<file path="src/rtl/square_iter_if.sv">
// Operand/result bundle for the iterative squaring unit.
// Master drives the unpacked operand, slave returns the unpacked result.
interface square_iter_if;
  logic              n_valid;
  logic              is_nan_in;
  logic              is_pinf_in;
  logic              is_ninf_in;
  logic              is_num;
  logic              sign_in;
  logic [10:0]       mant_in;
  logic signed [6:0] exp_in;
  logic              busy;
  logic              it_valid;
  logic              result;
  logic              sign_out;
  logic signed [6:0] exp_out;
  logic [10:0]       mant_out;
  logic              is_nan_out;
  logic              is_pinf_out;
  logic              is_ninf_out;

  modport master (
    output n_valid, is_nan_in, is_pinf_in,
    output is_ninf_in, is_num, sign_in,
    output mant_in, exp_in,
    input  busy, it_valid, result, sign_out,
    input  exp_out, mant_out,
    input  is_nan_out, is_pinf_out, is_ninf_out
  );

  modport slave (
    input  n_valid, is_nan_in, is_pinf_in,
    input  is_ninf_in, is_num, sign_in,
    input  mant_in, exp_in,
    output busy, it_valid, result, sign_out,
    output exp_out, mant_out,
    output is_nan_out, is_pinf_out, is_ninf_out
  );
endinterface

</file>
<file path="src/rtl/square_iter.sv">
// Iterative half-precision squarer: 11-step LSB-first shift-add
// multiply of the mantissa with itself, truncating normalisation.
module square_iter #(
  parameter int ITER_MAX = 11
) (
  input  logic clk,
  input  logic rst,
  square_iter_if.slave bus
);

  localparam int MW = 11;
  localparam int PW = 2 * MW;
  localparam int CW = 4;

  typedef enum logic {
    IDLE,
    RUN
  } state_t;

  state_t            state_q;
  logic [MW-1:0]     mcand_q;
  logic [MW-1:0]     mplier_q;
  logic [PW-1:0]     acc_q;
  logic [CW-1:0]     cnt_q;
  logic signed [6:0] exp_q;

  logic              busy_q;
  logic              itv_q;
  logic              res_q;
  logic              sign_q;
  logic signed [6:0] expo_q;
  logic [MW-1:0]     mant_q;
  logic              nan_q;
  logic              pinf_q;
  logic              ninf_q;

  logic [PW-1:0]     addend_d;
  logic [PW-1:0]     prod_d;
  logic              hi_d;
  logic [MW-1:0]     mant_d;
  logic signed [7:0] e_d;
  logic              last_d;
  logic              nan_in_d;
  logic              inf_in_d;
  logic              zero_in_d;

  // Next partial product and the normalised view of it.
  always_comb begin
    addend_d = '0;
    if (mplier_q[0])
      addend_d = {{MW{1'b0}}, mcand_q} << cnt_q;
    prod_d = acc_q + addend_d;
    hi_d   = prod_d[PW-1];
    mant_d = hi_d ? prod_d[PW-1:MW]
                  : prod_d[PW-2:MW-1];
    // {exp, hi} is 2*exp + hi in 8-bit signed.
    e_d    = signed'({exp_q, hi_d});
    last_d = (cnt_q == CW'(ITER_MAX - 1));
  end

  // Operand classification, highest priority first.
  always_comb begin
    nan_in_d  = bus.is_nan_in |
                (!bus.is_num &&
                 !bus.is_pinf_in &&
                 !bus.is_ninf_in);
    inf_in_d  = bus.is_pinf_in | bus.is_ninf_in;
    zero_in_d = (bus.exp_in == -7'sd15);
  end

  // Control FSM, multiplier datapath and registered outputs.
  always_ff @(posedge clk) begin
    if (rst) begin
      state_q  <= IDLE;
      mcand_q  <= '0;
      mplier_q <= '0;
      acc_q    <= '0;
      cnt_q    <= '0;
      exp_q    <= '0;
      busy_q   <= 1'b0;
      itv_q    <= 1'b0;
      res_q    <= 1'b0;
      sign_q   <= 1'b0;
      expo_q   <= '0;
      mant_q   <= '0;
      nan_q    <= 1'b0;
      pinf_q   <= 1'b0;
      ninf_q   <= 1'b0;
    end else begin
      res_q <= 1'b0;
      itv_q <= 1'b0;
      unique case (state_q)
        IDLE: begin
          if (bus.n_valid) begin
            if (nan_in_d) begin
              res_q  <= 1'b1;
              itv_q  <= 1'b1;
              sign_q <= 1'b1;
              expo_q <= 7'sd16;
              mant_q <= 11'b100_0000_0000;
              nan_q  <= 1'b1;
              pinf_q <= 1'b0;
              ninf_q <= 1'b0;
            end else if (inf_in_d) begin
              res_q  <= 1'b1;
              itv_q  <= 1'b1;
              sign_q <= 1'b0;
              expo_q <= 7'sd16;
              mant_q <= '0;
              nan_q  <= 1'b0;
              pinf_q <= 1'b1;
              ninf_q <= 1'b0;
            end else if (zero_in_d) begin
              res_q  <= 1'b1;
              itv_q  <= 1'b1;
              sign_q <= 1'b0;
              expo_q <= -7'sd15;
              mant_q <= '0;
              nan_q  <= 1'b0;
              pinf_q <= 1'b0;
              ninf_q <= 1'b0;
            end else begin
              mcand_q  <= bus.mant_in;
              mplier_q <= bus.mant_in;
              exp_q    <= bus.exp_in;
              acc_q    <= '0;
              cnt_q    <= '0;
              busy_q   <= 1'b1;
              itv_q    <= 1'b1;
              state_q  <= RUN;
            end
          end
        end
        RUN: begin
          itv_q    <= 1'b1;
          acc_q    <= prod_d;
          mplier_q <= mplier_q >> 1;
          cnt_q    <= cnt_q + 1'b1;
          if (last_d) begin
            state_q <= IDLE;
            busy_q  <= 1'b0;
            res_q   <= 1'b1;
            sign_q  <= 1'b0;
            nan_q   <= 1'b0;
            ninf_q  <= 1'b0;
            if (e_d > 8'sd15) begin
              expo_q <= 7'sd16;
              mant_q <= '0;
              pinf_q <= 1'b1;
            end else if (e_d < -8'sd14) begin
              expo_q <= -7'sd15;
              mant_q <= '0;
              pinf_q <= 1'b0;
            end else begin
              expo_q <= e_d[6:0];
              mant_q <= mant_d;
              pinf_q <= 1'b0;
            end
          end
        end
      endcase
    end
  end

  assign bus.busy        = busy_q;
  assign bus.it_valid    = itv_q;
  assign bus.result      = res_q;
  assign bus.sign_out    = sign_q;
  assign bus.exp_out     = expo_q;
  assign bus.mant_out    = mant_q;
  assign bus.is_nan_out  = nan_q;
  assign bus.is_pinf_out = pinf_q;
  assign bus.is_ninf_out = ninf_q;

endmodule

</file>
<file path="src/flat_wrapper.sv">
// flat-port wrapper written by rule: the top's interface ports become plain ports
module square_iter_flat 
#(
  parameter int ITER_MAX = 11
)
  (clk, rst, bus_n_valid, bus_is_nan_in, bus_is_pinf_in, bus_is_ninf_in, bus_is_num, bus_sign_in, bus_mant_in, bus_exp_in, bus_busy, bus_it_valid, bus_result, bus_sign_out, bus_exp_out, bus_mant_out, bus_is_nan_out, bus_is_pinf_out, bus_is_ninf_out);
  square_iter_if bus_i ();
  input  logic clk;
  input  logic rst;
  input wire logic [$bits(bus_i.n_valid)-1:0] bus_n_valid;
  input wire logic [$bits(bus_i.is_nan_in)-1:0] bus_is_nan_in;
  input wire logic [$bits(bus_i.is_pinf_in)-1:0] bus_is_pinf_in;
  input wire logic [$bits(bus_i.is_ninf_in)-1:0] bus_is_ninf_in;
  input wire logic [$bits(bus_i.is_num)-1:0] bus_is_num;
  input wire logic [$bits(bus_i.sign_in)-1:0] bus_sign_in;
  input wire logic [$bits(bus_i.mant_in)-1:0] bus_mant_in;
  input wire logic [$bits(bus_i.exp_in)-1:0] bus_exp_in;
  output wire logic [$bits(bus_i.busy)-1:0] bus_busy;
  output wire logic [$bits(bus_i.it_valid)-1:0] bus_it_valid;
  output wire logic [$bits(bus_i.result)-1:0] bus_result;
  output wire logic [$bits(bus_i.sign_out)-1:0] bus_sign_out;
  output wire logic [$bits(bus_i.exp_out)-1:0] bus_exp_out;
  output wire logic [$bits(bus_i.mant_out)-1:0] bus_mant_out;
  output wire logic [$bits(bus_i.is_nan_out)-1:0] bus_is_nan_out;
  output wire logic [$bits(bus_i.is_pinf_out)-1:0] bus_is_pinf_out;
  output wire logic [$bits(bus_i.is_ninf_out)-1:0] bus_is_ninf_out;
  assign bus_i.n_valid = bus_n_valid;
  assign bus_i.is_nan_in = bus_is_nan_in;
  assign bus_i.is_pinf_in = bus_is_pinf_in;
  assign bus_i.is_ninf_in = bus_is_ninf_in;
  assign bus_i.is_num = bus_is_num;
  assign bus_i.sign_in = bus_sign_in;
  assign bus_i.mant_in = bus_mant_in;
  assign bus_i.exp_in = bus_exp_in;
  assign bus_busy = bus_i.busy;
  assign bus_it_valid = bus_i.it_valid;
  assign bus_result = bus_i.result;
  assign bus_sign_out = bus_i.sign_out;
  assign bus_exp_out = bus_i.exp_out;
  assign bus_mant_out = bus_i.mant_out;
  assign bus_is_nan_out = bus_i.is_nan_out;
  assign bus_is_pinf_out = bus_i.is_pinf_out;
  assign bus_is_ninf_out = bus_i.is_ninf_out;
  square_iter #(.ITER_MAX(ITER_MAX)) u_core (.clk(clk), .rst(rst), .bus(bus_i));
endmodule
</file>
<file path="config.mk">
export PLATFORM = sky130hd
export DESIGN_NAME = square_iter_flat
export DESIGN_NICKNAME = d
export VERILOG_FILES = /design/src/rtl/square_iter_if.sv /design/src/rtl/square_iter.sv /design/src/flat_wrapper.sv
export SDC_FILE = /design/constraint.sdc
export NUM_CORES = 1
export LEC_CHECK = 0
export CAP_MARGIN = 0
export CORE_MARGIN = 2
export CORE_UTILIZATION = 55
export CTS_CLUSTER_DIAMETER = 80
export DETAILED_ROUTE_END_ITERATION = 10
export MAX_ROUTING_LAYER = met4
export PLACE_DENSITY = 0.82
export SETUP_SLACK_MARGIN = 0.15
export SLEW_MARGIN = 10
export SYNTH_ARGS = -nofsm -noshare
export SYNTH_HDL_FRONTEND = slang
export SYNTH_SLANG_ARGS = --single-unit
export TNS_END_PERCENT = 1
</file>
<file path="constraint.sdc">
create_clock -name clk -period 10.6 [get_ports clk]
set_clock_uncertainty 0.15 [all_clocks]
set_input_delay 2.12 -clock clk [delete_from_list [all_inputs] [get_ports clk]]
set_output_delay 2.12 -clock clk [all_outputs]
set_load 0.05 [all_outputs]
</file>
# ---- Word-level counts from Yosys, hierarchy flattened
# Cells that the tools add are included.
dict set report totals {
  register_bits 80
  out_inout_bits 25
  in_bits 26
  elab_cells 109
}
dict set report op_classes {
  n_mux 67
  order_cmp 2
  reduce_logical 9
  n_eq_ne 8
  n_addsub 2
  bitwise 6
  shift 1
}
# cell count
set ops {}
lappend ops {{11-bit 2-to-1 mux} 12}
lappend ops {{22-bit 2-to-1 mux} 5}
lappend ops {{7-bit 2-to-1 mux} 7}
lappend ops {{11-bit one-hot mux with 2 select lines} 2}
lappend ops {{22-bit one-hot mux with 2 select lines} 1}
lappend ops {{1-bit 2-to-1 mux} 27}
lappend ops {{22-bit adder} 1}
lappend ops {{11-bit by 4-bit left shift with 22-bit output} 1}
lappend ops {{4-bit 2-to-1 mux} 4}
lappend ops {{1-bit one-hot mux with 2 select lines} 7}
lappend ops {{7-bit one-hot mux with 2 select lines} 1}
lappend ops {{2-bit != test, second input constant} 5}
lappend ops {{5-bit AND reduction} 2}
lappend ops {{8-bit by 5-bit > comparator with 1-bit output, second input constant} 1}
lappend ops {{8-bit by 5-bit less-than comparator with 1-bit output, second input constant} 1}
lappend ops {{4-bit one-hot mux with 2 select lines} 1}
lappend ops {{7-bit by 5-bit equality test with 1-bit output, second input constant} 1}
lappend ops {{4-bit by 1-bit adder with 4-bit output, second input constant} 1}
lappend ops {{4-bit equality test, second input constant} 1}
lappend ops {{4-bit by 1-bit != test with 1-bit output, second input constant} 1}
lappend ops {{1-bit inverter} 4}
lappend ops {{4-bit AND reduction} 1}
lappend ops {{1-bit logical NOT} 3}
lappend ops {{3-bit AND reduction} 1}
lappend ops {{2 further kinds} 4}

# ---- Longest topological paths before layout
# Gate-level depths: netlist (run 1).
dict set report depth {
  depth_word 8
  depth_mapped 18
  depth_no_buf 16
}

# ---- Worst setup path before layout (run 1)
# No wires, ideal clock.
dict set report synth_path {
  path_type {input -> register}
  start {input port bus_exp_in[3]}
  end {register u_core.mant_q[7] (netlist: u_core.bus.mant_out[7])}
  cell_stages 9
  slack_ns 6.662
  required_time_ns 10.389
  setup_time_ns 0.061
  arrival_ns 3.727
  path_buffers 2
  cell_sequence {and4b_1 -> nand3_1 -> a21o_1 -> buf_2 -> nor3_2 -> nand2b_1 -> clkbuf_1 -> nor3b_1 -> a221o_1}
}
dict set report synth_via {
  elab_chain_cells 3
}
# item line_no
set synth_rtl {}
lappend synth_rtl {{start, declared} flat_wrapper.sv:17} ;# input wire logic [$bits(bus_i.exp_in)-1:0] bus_exp_in;
lappend synth_rtl {{7-bit by 5-bit equality test with 1-bit output} square_iter.sv:68} ;# zero_in_d = (bus.exp_in == -7'sd15);
lappend synth_rtl {{4-bit by 1-bit != test with 1-bit output (no line)} n/a}
lappend synth_rtl {{3-bit AND reduction (no line)} n/a}
lappend synth_rtl {{end signal, assigned} square_iter.sv:156} ;# mant_q <= mant_d;
lappend synth_rtl {{end, declared} square_iter.sv:32} ;# logic [MW-1:0] mant_q;
# No other way between the ends.
# A chain may end at the register's enable or synchronous reset.

# ---- Final worst setup path (run 1)
dict set report layout_path {
  start {register u_core.cnt_q[0]}
  end {register u_core.mant_q[8] (netlist: u_core.bus.mant_out[8])}
}
dict set report layout_via {
  elab_chain_cells 8
  word_cells_on_any_way 13
  classes_between {add/sub (1); order compare (2); eq/ne (2); shift (1); mux (6); reduce/logical (1)}
}
# item line_no
set layout_rtl {}
lappend layout_rtl {{start, declared} square_iter.sv:24} ;# logic [CW-1:0] cnt_q;
lappend layout_rtl {{start signal, assigned} square_iter.sv:138} ;# cnt_q <= cnt_q + 1'b1;
lappend layout_rtl {{11-bit by 4-bit left shift with 22-bit output} square_iter.sv:51} ;# addend_d = {{MW{1'b0}}, mcand_q} << cnt_q;
lappend layout_rtl {{22-bit 2-to-1 mux} square_iter.sv:50} ;# if (mplier_q[0])
lappend layout_rtl {{22-bit adder} square_iter.sv:52} ;# prod_d = acc_q + addend_d;
lappend layout_rtl {{8-bit by 5-bit less-than comparator with 1-bit output / 11-bit 2-to-1 mux (equally long branches)} {square_iter.sv:150, square_iter.sv:54}}
lappend layout_rtl {{11-bit 2-to-1 mux} square_iter.sv:150} ;# end else if (e_d < -8'sd14) begin
lappend layout_rtl {{11-bit 2-to-1 mux} square_iter.sv:146} ;# if (e_d > 8'sd15) begin
lappend layout_rtl {{11-bit 2-to-1 mux} square_iter.sv:139} ;# if (last_d) begin
lappend layout_rtl {{11-bit one-hot mux with 2 select lines} square_iter.sv:92} ;# unique case (state_q)
# Several ways; a longest one is shown, not always the timed one. The select of a mux whose other input is x is not followed.

==> flow_summary_export.csv, run 1 <==
group,metric,value,unit
worst_hold_path,whs_path_depth,2,
critical_path,cp.required,10.70,ns
clock_network,cts_resized,0,
synthesis,ys_seq_area_share,33.77,%
critical_path,end_kind,"flip-flop",
floorplan,core,8217,um^2
critical_path,cp.arrival,4.86,ns
grt,antenna_found_initial,0,
power,clkPwrFrac,40.4,%
critical_path,worstPathCellList,"mux2i_1 -> nor2_1 -> a21oi_1 -> o21ai_0 -> a22oi_1 -> nor2b_1 -> ha_1 -> o21ai_0 -> nor2_1 -> nor3_2 -> a2bb2oi_2 -> a31oi_4 -> xnor2_2 -> nor3_1 -> a221o_1",
critical_path,start_kind,"flip-flop",
synthesis,synth_cells,576,
placement,dp_hpwl,7684,um
sta,tns,0,ns
synthesis,netlist_area,4683,um^2
placement,place.gp.congestion,0.9259,
worst_hold_path,hold_path.class,"reg2reg",
critical_path,slowest_delay,0.83,ns
clock_network,clk_latency,0.37,ns
power,vdd_drop_max,0.08999,mV
synthesis,synth.top_cells.by_count,"dfxtp_1, nand2_1, nor2_1, a21oi_1, mux2i_1",
power,p_int,0.0004358,W
detailed_routing,via_count,4201,
cells_and_area,syn_to_final_growth,14.96,%
detailed_routing,drc,0,
power,seq_power_share,51.3,%
grt,grt-ovfl-total,0,
clock_network,post_cts.repair.setup_buffers,0,
sta,finalSetupViolCount,0,
clock_network,cts_buffer_depth,2,
floorplan,num_io_pins,51,
sta,max_slew.worst_pin.slew,0.9452,ns
power,power-per-cell-area,110.9,nW/um^2
clock_network,root_buffer,"clkbuf_8",
synthesis,yosys_warnings,0,
critical_path,cp_max_fo,21,
clock_network,clkSinkCount,79,
synthesis,synth.top_cell.area_share,33.77,%
detailed_routing,wl_per_cell,14.96,um
synthesis,async_flop_share,0,%
cells_and_area,antenna_cells,0,
synthesis,syn_area_per_cell,8.131,um^2
synthesis,yosysUniqueCellTypes,60,
critical_path,crit_family,"compound AO/OA/AOI/OAI gates",
sta,hold_ws,0.2988,ns
sta,relSlewSlack,36.67,%
sta,fmax,209.8,MHz
floorplan,num_rows,33,
critical_path,worstSetupPathType,"reg2reg",
floorplan,die_area,9269,um^2
detailed_routing,antenna_left,0,
synthesis,synthFlopType,"dfxtp_1",
critical_path,cp.depth,15,
floorplan,fp.dieH,96.28,um
floorplan,start_util,57.00,%
power,switching_power,0.0001613,W
sta,setup_ws,5.833,ns
critical_path,rr_worst_depth,15,
grt,grt_pass1_vias,3893,
clock_network,htree_levels,3,
detailed_routing,drtIter0Drc,222,
sta,slew_viol_final,0,
critical_path,slowest_stage,"dfxtp_1",
sta,timing.final.crit_share,44.97,%
cells_and_area,fillers,698,
synthesis,synth_most_common_cell,"dfxtp_1",
sta,rsz0062_at_grt,"no",
run,max_cap_viol_count,0,
power,netSwitchingFraction,27.02,%
outcome,outcome,"finished, final reports clean",
detailed_routing,drt_wl_total,10670,um
grt,grt_start_max_net_pins,71,
synthesis,synthesis.nets,626,
cells_and_area,nets,653,
floorplan,die_width,96.28,um
critical_path,path_buf_inv,0,
synthesis,synth_top_area_cell,"dfxtp_1",
clock_network,path_clk_slew,0.09,ns
placement,place_ws,5.939,ns
grt,grt_pass1_wl,17890,um
cells_and_area,drive_above_1_share,6.414,%
synthesis,ys_seq_elements,79,
synthesis,synth-edff-count,0,
detailed_routing,dr.pass1.iters,5,
sta,min_period,4.767,ns
power,p_comb_share,8.4,%
clock_network,cts_inserted_buffers,9,
grt,track_usage,25.22,%
power,p_leak,1.988,nW
placement,port_buffers,48,
sta,hold_viol,0,
detailed_routing,routed_via_density,5.892,
clock_network,cts_hold_buf,0,
synthesis,synth_area_leaders,"dfxtp_1, ha_1, mux2i_1, nand2_1, nor2_1",
clock_network,cts_tree,"done",
routing by layer:
layer / up-vias / routed length [um] / share of wire, % / global-route usage [%]
li1: 2115 / - / - / -
met1: 1954 / 4846 / 45 / 30.28
met2: 110 / 5138 / 48 / 41.84
met3: 22 / 488 / 4.6 / 4.933
met4: 0 / 195 / 1.8 / 9.405
met5: - / 0 / 0 / -
power groups by stage:
stage	clock network, W	registers (W)	logic, W
6_report	0.000241	0.000306	0.0000500
5_1_grt	0.000255	0.000307	0.0000540
4_1_cts	0.000245	0.000306	0.0000502
3_5_place_dp	0	0.000313	0.0000500
3_3_place_gp	0	0.000313	0.0000492
2_1_floorplan	0	0.000319	0.0000242
per-stage QoR:
stage	std cells	instance area [um^2]	power [W]	util [%]
after global placement	697	5174	0.0003620	62.97
after CTS	713	5384	0.0006010	65.52
after global routing	713	5384	0.0006166	65.52
after floorplan	576	4683	0.0003432	-
final	713	5384	0.0005971	65.52
after detailed placement	697	5174	0.0003631	62.97
cells in the final DEF (no fill, tap or decap), types with 10 or more instances in the layout:
| cell type | netlist | layout |
|---|---|---|
| a211oi_1 | 17 | 17 |
| o21ai_0 | 10 | 10 |
| mux2i_1 | 28 | 28 |
| dfxtp_1 | 79 | 79 |
| nand3_1 | 11 | 11 |
| a22oi_1 | 25 | 25 |
| o21ai_1 | 12 | 12 |
| clkdlybuf4s50_1 | 0 | 47 |
| xnor2_1 | 11 | 11 |
| nand2_1 | 73 | 73 |
| ha_1 | 23 | 23 |
| nor3_1 | 15 | 14 |
| nor2_1 | 73 | 73 |
| a21oi_1 | 49 | 49 |
area by class of cell:
cell class / instances / area, um^2 / area share [%]
clock buffers: 9 / 123.9 / 2.301
clock inverters: 7 / 86.33 / 1.604
inverters: 9 / 33.78 / 0.6275
multi-input cells: 451 / 2914 / 54.12
flip-flops and latches: 79 / 1582 / 29.37
well taps: 105 / 131.4 / 2.440
repair buffers: 53 / 513.0 / 9.528
worst paths after layout:
check,slack (ns),to,startpoint
worst min-delay path,0.30,u_core.bus.mant_out[9],u_core.bus.mant_out[9]
worst max register to register,5.83,u_core.bus.mant_out[8],u_core.cnt_q[0]
worst min register to register,0.30,u_core.bus.mant_out[9],u_core.bus.mant_out[9]
worst max-delay path,5.83,u_core.bus.mant_out[8],u_core.cnt_q[0]
flip-flops by register name (all words and copies together) (netlist names):
name / cells
u_core.acc_q: 22
u_core.bus.mant_out: 11
u_core.mcand_q: 11
u_core.mplier_q: 11
u_core.bus.exp_out: 7
u_core.exp_q: 7
u_core.cnt_q: 4
u_core.bus.busy: 1
u_core.bus.is_pinf_out: 1
u_core.bus.it_valid: 1
u_core.bus.result: 1
u_core.bus.sign_out: 1
u_core.state_q: 1
worst min-delay path, cell delays in order, from the launching register on:
cell and delay, ns:
dfxtp_1 0.31, nand2_1 0.05, o21ai_1 0.05
logic make-up (layout without fill, tap and decap cells):
logic type	Yosys count	in the layout	synth area share, %
buffers and inverters	46	78	4.114
DFF	79	79	33.77
AOI/OAI and AO/OA	160	160	22.68
other	1	1	0.08007
xor gates and xnor gates	21	21	4.088
muxes	35	35	8.629
adders and majority gates	24	24	6.572
and+or+nand+nor	210	210	20.06
Note: power is estimated with default switching activity, not from simulation.
==> run 2, diff against run 1 <==
Clock period 10.6 ns to 4.96 ns, I/O delays scaled along.
==> run 2 against run 1 <==
Compared with the run above:
- sequential power rose by 110%
- register-to-register slack got worse by 5.1 ns
- worst hold slack improved by 0.0023 ns
- cell count rose by 0.42%
- worst setup slack got worse by 5.1 ns
- highest routed layer unchanged
==> flow_summary_export.csv, run 2 (same netlist as run 1, synthesis figures left out) <==
group,metric,value,unit
placement,port_buffers,48,
critical_path,r2r_end,"u_core.bus.mant_out[7]",
critical_path,regToRegStartpoint,"u_core.cnt_q[0]",
cells_and_area,final_common_cell,"dfxtp_1",
sta,fmax,237.2,MHz
critical_path,worstSetupPathType,"reg2reg",
grt,grt-ovfl-total,0,
placement,place_ws,0.6062,ns
grt,grt_pass1_wl,17290,um
cells_and_area,largest_reg_flops,22,
sta,relSlewSlack,40.32,%
detailed_routing,drt_wl_total,10380,um
floorplan,core,8217,um^2
critical_path,r2r_setup_slack,0.74,ns
floorplan,die_area,9269,um^2
cells_and_area,most-common-layout-cells,"dfxtp_1, nor2_1, nand2_1, a21oi_1, clkdlybuf4s50_1",
clock_network,cts_resized,0,
critical_path,end_kind,"flip-flop",
grt,track_usage,24.26,%
critical_path,path_buf_inv,0,
floorplan,fp.dieH,96.28,um
critical_path,worstPathCellList,"mux2i_1 -> nor2_1 -> a21oi_1 -> o21ai_0 -> nor2b_1 -> ha_1 -> a211oi_1 -> o221ai_1 -> a21boi_1 -> o21ai_1 -> a21oi_1 -> xor2_1 -> nor2_1 -> a221o_1",
floorplan,start_util,57.00,%
clock_network,clkSinkCount,79,
sta,tns,0,ns
cells_and_area,syn_to_final_growth,15.15,%
clock_network,root_buffer,"clkbuf_8",
power,power-per-cell-area,230.4,nW/um^2
grt,grt_start_max_net_pins,53,
floorplan,num_io_pins,51,
sta,hold_viol,0,
cells_and_area,nets,656,
critical_path,start_kind,"flip-flop",
critical_path,cp.required,5.06,ns
critical_path,crit_end,"u_core.bus.mant_out[7]",
placement,place.gp.congestion,0.9378,
detailed_routing,drtIter0Drc,227,
power,p_leak,2.002,nW
cells_and_area,drive_above_1_share,7.038,%
clock_network,cts_tree,"done",
clock_network,clk_latency,0.36,ns
sta,slew_viol_final,0,
worst_hold_path,hold_path.class,"reg2reg",
detailed_routing,drc,0,
sta,rsz0062_at_grt,"no",
detailed_routing,highest_layer,"met4",
sta,min_period,4.216,ns
detailed_routing,wl_per_cell,14.50,um
clock_network,path_clk_slew,0.10,ns
critical_path,slowest_delay,0.61,ns
clock_network,htree_levels,3,
detailed_routing,wl_met2,4892,um
clock_network,cts_buffer_depth,2,
sta,max_slew.worst_pin.slew,0.8940,ns
floorplan,num_rows,33,
critical_path,worstSetupStartpoint,"u_core.cnt_q[0]",
sta,timing.final.crit_share,85.00,%
floorplan,die_width,96.28,um
critical_path,slowest_stage,"dfxtp_2",
detailed_routing,routed_via_density,5.775,
critical_path,crit_family,"compound AO/OA/AOI/OAI gates",
detailed_routing,via_count,4135,
grt,grt_pass1_vias,3799,
clock_network,post_cts.repair.setup_buffers,0,
cells_and_area,final_util,65.63,%
detailed_routing,antenna_left,0,
run,max_cap_viol_count,0,
power,p_total,0.001242,W
critical_path,rr_worst_depth,14,
sta,setup_ws,0.7442,ns
clock_network,cts_inserted_buffers,9,
power,vdd_drop_max,0.2170,mV
critical_path,cp.depth,14,
detailed_routing,wl_met3,350,um
detailed_routing,wirelength_met1,4936,um
sta,finalSetupViolCount,0,
cells_and_area,antenna_cells,0,
detailed_routing,dr.pass1.iters,5,
critical_path,cp_max_fo,21,
grt,antenna_found_initial,0,
cells_and_area,largest-register,"u_core.acc_q",
worst_hold_path,whs_path_depth,2,
placement,dp_hpwl,7582,um
critical_path,cp.arrival,4.31,ns
clock_network,cts_hold_buf,0,
outcome,outcome,"finished, final reports clean",
sta,hold_ws,0.3012,ns
-- run 2: per-layer routing --
layer,up-vias,GRT usage [%]
met5,-,-
met4,0,8.571
met3,25,4.620
met2,87,39.41
met1,1910,30.08
li1,2113,-
-- run 2: tightest hold or removal path, stage by stage (launching register included) --
cell and delay [ns]:
dfxtp_1 0.32, nand2_1 0.05, o21ai_1 0.05
-- run 2: through the flow --
step           instances  area (um^2)
6_report             716         5393
5_1_grt              716         5393
4_1_cts              716         5391
3_5_place_dp         700         5196
3_3_place_gp         700         5196
2_1_floorplan        576         4683
-- run 2: final cells by class --
class	count	area, um^2
multi-input cells	451	2914
fillers	686	2824
flip-flops and latches	79	1583
repair buffers	56	535.5
clock buffers	10	137.6
well taps	105	131.4
clock inverters	6	57.56
inverters	9	33.78
-- run 2: how the worst min path moves through the flow --
| stage | from | to |
|---|---|---|
| floorplan | u_core.mplier_q[10] | u_core.mplier_q[10] |
| finish | u_core.bus.mant_out[0] | u_core.bus.mant_out[0] |
| detailed placement | u_core.bus.mant_out[0] | u_core.bus.mant_out[0] |
| CTS | u_core.bus.mant_out[0] | u_core.bus.mant_out[0] |
| global route | u_core.bus.mant_out[2] | u_core.bus.mant_out[2] |
| global placement | u_core.bus.mant_out[2] | u_core.bus.mant_out[2] |
-- run 2: power by group --
group / switching [W] / internal [W]
clock network: 0.000272 / 0.000209
logic: 0.0000633 / 0.0000429
registers: 0.0000100 / 0.000645
total: 0.000346 / 0.000897
